`config.mk`:
```
export PLATFORM = sky130hd
export DESIGN_NAME = pc_branch_unit
export DESIGN_NICKNAME = d
export VERILOG_FILES = /design/src/rtl/pc_branch_unit.sv
export SDC_FILE = /design/constraint.sdc
export NUM_CORES = 1
export LEC_CHECK = 0
export ABC_CLOCK_PERIOD_IN_PS = 9600
export BUFFER_PORTS_ARGS = -buffer_cell sky130_fd_sc_hd__buf_2
export CORE_MARGIN = 3
export CORE_UTILIZATION = 45
export CTS_BUF_LIST = sky130_fd_sc_hd__clkbuf_16
export DETAILED_ROUTE_END_ITERATION = 10
export GPL_TIMING_DRIVEN = 0
export PLACE_DENSITY = 0.7
export SLEW_MARGIN = 20
export SYNTH_ARGS = -nofsm -noshare
export SYNTH_HDL_FRONTEND = slang
export SYNTH_SLANG_ARGS = --single-unit
```
`constraint.sdc`:
```
create_clock -name clk -period 9.6 [get_ports clk]
set_clock_uncertainty 0.05 [all_clocks]
set_input_delay 2.88 -clock clk [delete_from_list [all_inputs] [get_ports clk]]
set_output_delay 2.88 -clock clk [all_outputs]
set_load 0.05 [all_outputs]
```
`src/rtl/pc_branch_unit.sv`:
```
// Fetch-stage PC and IF/ID PC registers with PC-relative branch target generation and wrong-path squash.
// Optional macro PC_BR_REG_EN adds a register-indirect branch target (br_reg, br_is_reg).
module pc_branch_unit #(
  parameter logic [63:0] RESET_PC   = 64'h0,
  parameter bit          DELAY_SLOT = 1'b1
) (
  input  logic        clk,
  input  logic        reset,
  input  logic        stall,
  input  logic        br_taken,
  input  logic [63:0] br_offset,
`ifdef PC_BR_REG_EN
  input  logic [63:0] br_reg,
  input  logic        br_is_reg,
`endif
  output logic [63:0] if_pc,
  output logic [63:0] id_pc,
  output logic [63:0] br_target,
  output logic        if_flush
);

  typedef enum logic {
    RUN      = 1'b0,
    REDIRECT = 1'b1
  } state_t;

  state_t      state_q;
  logic [63:0] if_pc_q;
  logic [63:0] id_pc_q;
  logic        if_flush_q;

  logic [63:0] target_d;
  logic [63:0] if_pc_d;
  logic        take_branch;

  // Offset bits [63:62] fall off the shift; the extender keeps them equal to the sign.
  always_comb begin
    // NOTE: default assignment first so every path drives target_d and no latch is inferred.
    target_d = id_pc_q + {br_offset[61:0], 2'b00};
`ifdef PC_BR_REG_EN
    if (br_is_reg) begin
      target_d = {br_reg[63:2], 2'b00};
    end
`endif
  end

  // The instruction in ID during REDIRECT is the squashed wrong-path one, so it cannot branch.
  assign take_branch = br_taken && (state_q == RUN);

  always_comb begin
    if_pc_d = if_pc_q + 64'd4;
    if (take_branch) begin
      if_pc_d = target_d;
    end
  end

  // NOTE: non-blocking assignments so every register samples pre-edge values.
  always_ff @(posedge clk or negedge reset) begin
    if (!reset) begin
      state_q    <= RUN;
      if_pc_q    <= RESET_PC;
      id_pc_q    <= RESET_PC;
      if_flush_q <= 1'b0;
    end else if (!stall) begin
      id_pc_q <= if_pc_q;
      if_pc_q <= if_pc_d;
      case (state_q)
        RUN: begin
          if (take_branch && !DELAY_SLOT) begin
            state_q    <= REDIRECT;
            if_flush_q <= 1'b1;
          end else begin
            state_q    <= RUN;
            if_flush_q <= 1'b0;
          end
        end
        REDIRECT: begin
          state_q    <= RUN;
          if_flush_q <= 1'b0;
        end
        default: begin
          state_q    <= RUN;
          if_flush_q <= 1'b0;
        end
      endcase
    end
  end

  assign if_pc     = if_pc_q;
  assign id_pc     = id_pc_q;
  assign br_target = target_d;
  assign if_flush  = if_flush_q;

endmodule
```
# Word-level counts from Yosys, hierarchy flattened
# Index checks and enable logic that the tools add are counted.
[word_totals]
register_bits = 128
input_bits = 68
out_inout_bits = 193
word_cells = 5
[classes]
n_addsub = 2
mux = 1
[ops]
columns = ["op", "n"]
rows = [
  ["$add 64x3->64 const B", 1],
  ["$add 64x64->64", 1],
  ["$mux 64", 1],
]

# Depth between registers and ports, before layout
[logic_depth]
ltp_word = 2
mapped_depth = 14
mapped_depth_nobuf = 14

# Worst setup path after synthesis
# No wires, ideal clock.
[synth_timing]
path_kind = "in2out"
start = "input port br_offset[0]"
end = "output port br_target[56]"
arrival_time_ns = 5.934
t_required_ns = 6.670
slack_ns = 0.736
path_stages = 14
path_buffers = 0
cell_sequence = "ha_1 inv_1 fa_1 nand2b_1 a21oi_2 o21a_4 a31o_4 a311oi_2 a211oi_2 o211ai_2 a31o_4 nor2_1 nor2_1 xnor2_1"
[synth_via]
elab_chain_cells = 1
[synth_rtl]
columns = ["element", "line", "text"]
rows = [
  ["start, declared", "11", "input logic [63:0] br_offset,"],
  ["$add 64x64->64", "39", "target_d = id_pc_q + {br_offset[61:0], 2'b00};"],
  ["end, declared", "18", "output logic [63:0] br_target,"],
]
# No other way between the ends.

# Final worst setup path
# Same ends and word-level chain as after synthesis.

==> metrics.md <==
| Metric | Value |
|---|---|
| CTS clk-pin slew, worst paths | `0.06 ns` |
| Avg WL per Cell | `20.2 um` |
| Worst-case clock buffer depth | `2` |
| Max cap viols | `0` |
| Die Wd | `156 um` |
| CTS tree | `done` |
| #FFs+latches synth | `128` |
| Status | `completed` |
| Initial cell density of the core | `46.0%` |
| Ranking of synthesized cells by area | `dfrtp_1 32%, ha_1 7.7%, mux2_2 6.8%` |
| RePlAce Congestion | `0.934` |
| Final TNS setup | `0 ns` |
| DR iter-0 viols | `917` |
| GR Util All Layers | `28.8%` |
| Vias | `10400` |
| Finished Layout Cells | `1754` |
| Area grow syn2layout | `21.5%` |
| Top_reg_cell synth | `dfrtp_1` |
| Period utilization | `94.6%` |
| RSZ-0062 raised after global routing | `false` |
| Required time worst endpoint | `6.67 ns` |
| Vias in the first global route | `9946` |
| Worst path slowest cell | `fa_1` |
| Layout cells sized above 1 | `27.6%` |
| Post-cts sizing count | `0` |
| Syn Std Cell Area | `10100 um^2` |
| Number of clock sinks | `128` |
| Worst skew pair latency | `0.44 ns` |
| Share of flip-flops with an asynchronous set or reset | `100%` |
| Yosys warns | `0` |
| Die area | `24200 um^2` |
| Crit-path cells | `buf_2 > ha_1 > inv_1 > fa_1 > nand2b_1 > a21oi_2 > o21a_4 > a31o_4 > a311oi_2 > a211oi_2 > o211ai_2 > a31o_4 > nor2_1 > nor2_1 > xnor2_1 > buf_2` |
| Htree depth | `4` |
| # rows | `54` |
| Delay of the slowest critical-path stage | `0.39 ns` |
| Die Y | `156 um` |
| Seq/Total Area, Yosys | `31.8%` |
| Unique cell type count in the Yosys netlist | `85` |
| Hold-fix buffers, CTS | `0` |
| Syn nets | `1315` |
| GR Overflow Total | `0` |
| Hold Vio Cnt, Final | `0` |
| Max Slew Vio Count | `0` |
| CP arrival | `6.15 ns` |
| Tightest Pin Transition | `0.894 ns` |
| Global-route wire length before repair | `54.9 mm` |
| DRT Wirelength | `35.4 mm` |
| I/O pin count | `261` |
| Mean post-synth cell area | `8.51 um^2` |
| Crit path kind | `input port to output port` |
| CP startpoint kind | `input port` |
| Antenna Nets Post-Route | `0` |
| Pre-CTS setup slack | `0.546 ns` |
| Antenna violations before repair | `1` |
| Number of synthesized flops with an enable pin | `0` |
| Setup violators final | `0` |
| Max frequency | `0.110 GHz` |
| Crit path time final | `9.08 ns` |
| Total Nets Final | `1592` |
| Placement Cell Area | `11800 um^2` |
| Finished layout cell area | `12200 um^2` |
| DP HPWL | `27.2 mm` |
| Dpl cells | `1722` |
| CORE AREA | `21900 um^2` |
| Slew margin rel. | `40.2%` |
| Largest net degree at the start of global routing | `93` |
| Via density | `5.92` |
| Area leader, netlist | `dfrtp_1` |
| Post-Syn Instances | `1184` |
| Nature of the critical path endpoint | `output port` |
| Max FO, Critical Path | `4` |
| CTS Buf Count | `17` |
| Share of the synthesized area in the top cell type | `31.8%` |
| IO Port Bufs | `257` |
| Setup Buffers After CTS | `0` |
| Final WS setup | `0.517 ns` |
| Residual DRC count | `0` |
| HP Class | `flop to flop` |
| Root Buffer | `clkbuf_16` |
| First-pass iteration count of the detailed router | `7` |
## cell usage in the layout (no fill, tap or decap), types with 26 or more instances in the layout
| cell | synthesis | routed |
|---|---|---|
| ha_1 | 62 | 62 |
| o21ai_0 | 99 | 99 |
| clkbuf_1 | 43 | 43 |
| nand3_1 | 33 | 33 |
| xnor2_1 | 50 | 50 |
| mux2_2 | 61 | 61 |
| nand2_1 | 123 | 123 |
| inv_1 | 30 | 33 |
| a21oi_1 | 116 | 116 |
| nor2_1 | 98 | 98 |
| buf_2 | 10 | 266 |
| xor2_1 | 31 | 31 |
| dfrtp_1 | 128 | 128 |
| nand4_1 | 31 | 31 |
| nor3_1 | 26 | 26 |
| a21o_1 | 28 | 28 |
## cell type report
class | count | area (um^2)
inverters | 31 | 116
diodes | 1 | 2.50
clock buffers | 17 | 425
clock inverters | 14 | 61.3
repair buffers | 258 | 1320
flip-flops and latches | 128 | 3200
well taps | 280 | 350
plain buffers | 67 | 304
multi-input cells | 958 | 6450
fillers | 2126 | 9650
## stage by stage
step | util (%) | hold WS [ns]
floorplan | - | 0.703
global placement | 53.5 | 0.431
detailed placement | 53.7 | 0.444
CTS | 55.9 | 0.458
global route | 55.9 | 0.483
finish | 55.9 | 0.450
## cell usage after synthesis (26+ instances only)
library cell	instances
a21o_1	28
xor2_1	31
xnor2_1	50
nand2_1	123
nand4_1	31
a21oi_1	116
ha_1	62
clkbuf_1	43
mux2_2	61
nor2_1	98
inv_1	30
dfrtp_1	128
o21ai_0	99
nand3_1	33
nor3_1	26
## worst paths after layout
| check | startpoint | to | slack [ns] | cells past startpoint |
|---|---|---|---|---|
| setup reg to reg | id_pc[2] | if_pc[62] | 5.98 | 14 |
| hold reg to reg | if_pc[0] | if_pc[0] | 0.45 | 2 |
| setup / recovery | br_offset[0] | br_target[56] | 0.52 | 16 |
| hold / removal | if_pc[0] | if_pc[0] | 0.45 | 2 |
| min in group asynchronous | reset | id_pc[61] | 2.26 | 1 |
| max in group asynchronous | reset | if_pc[21] | 6.43 | 2 |
## sequential cells by signal (all words and copies together) (netlist names)
name   cells
id_pc     64
if_pc     64
## metal layers
metal  up-vias  routed length [um]  track usage [%]
li1       4853                   -                -
met1      4993               15400             40.6
met3        57                3060             5.69
met4         0                 884             8.84
met2       487               16000             44.9
met5         -                   0                0
## worst max-delay path: cells and delay by family
family / cells / cell delay (ns)
compound gates: 7 / 1.59
xor+xnor: 1 / 0.20
fa+ha+maj: 2 / 0.57
buf+inv: 3 / 0.44
simple gates: 3 / 0.45
## logic make-up (layout without fill, tap and decap cells)
family | count (synthesis) | count (layout) | share of synthesized area (%)
xor+xnor | 82 | 82 | 7.20
mux | 64 | 64 | 7.11
compound gates | 369 | 369 | 23.7
other cells | 1 | 2 | 0.0372
buf+inv | 98 | 387 | 4.17
flops | 128 | 128 | 31.8
fa+ha+maj | 63 | 63 | 7.90
simple gates | 379 | 379 | 18.1
Power is left out: the tool's default activity adds up to more than one toggle a clock period on the data nets, which glitch-free logic cannot reach.
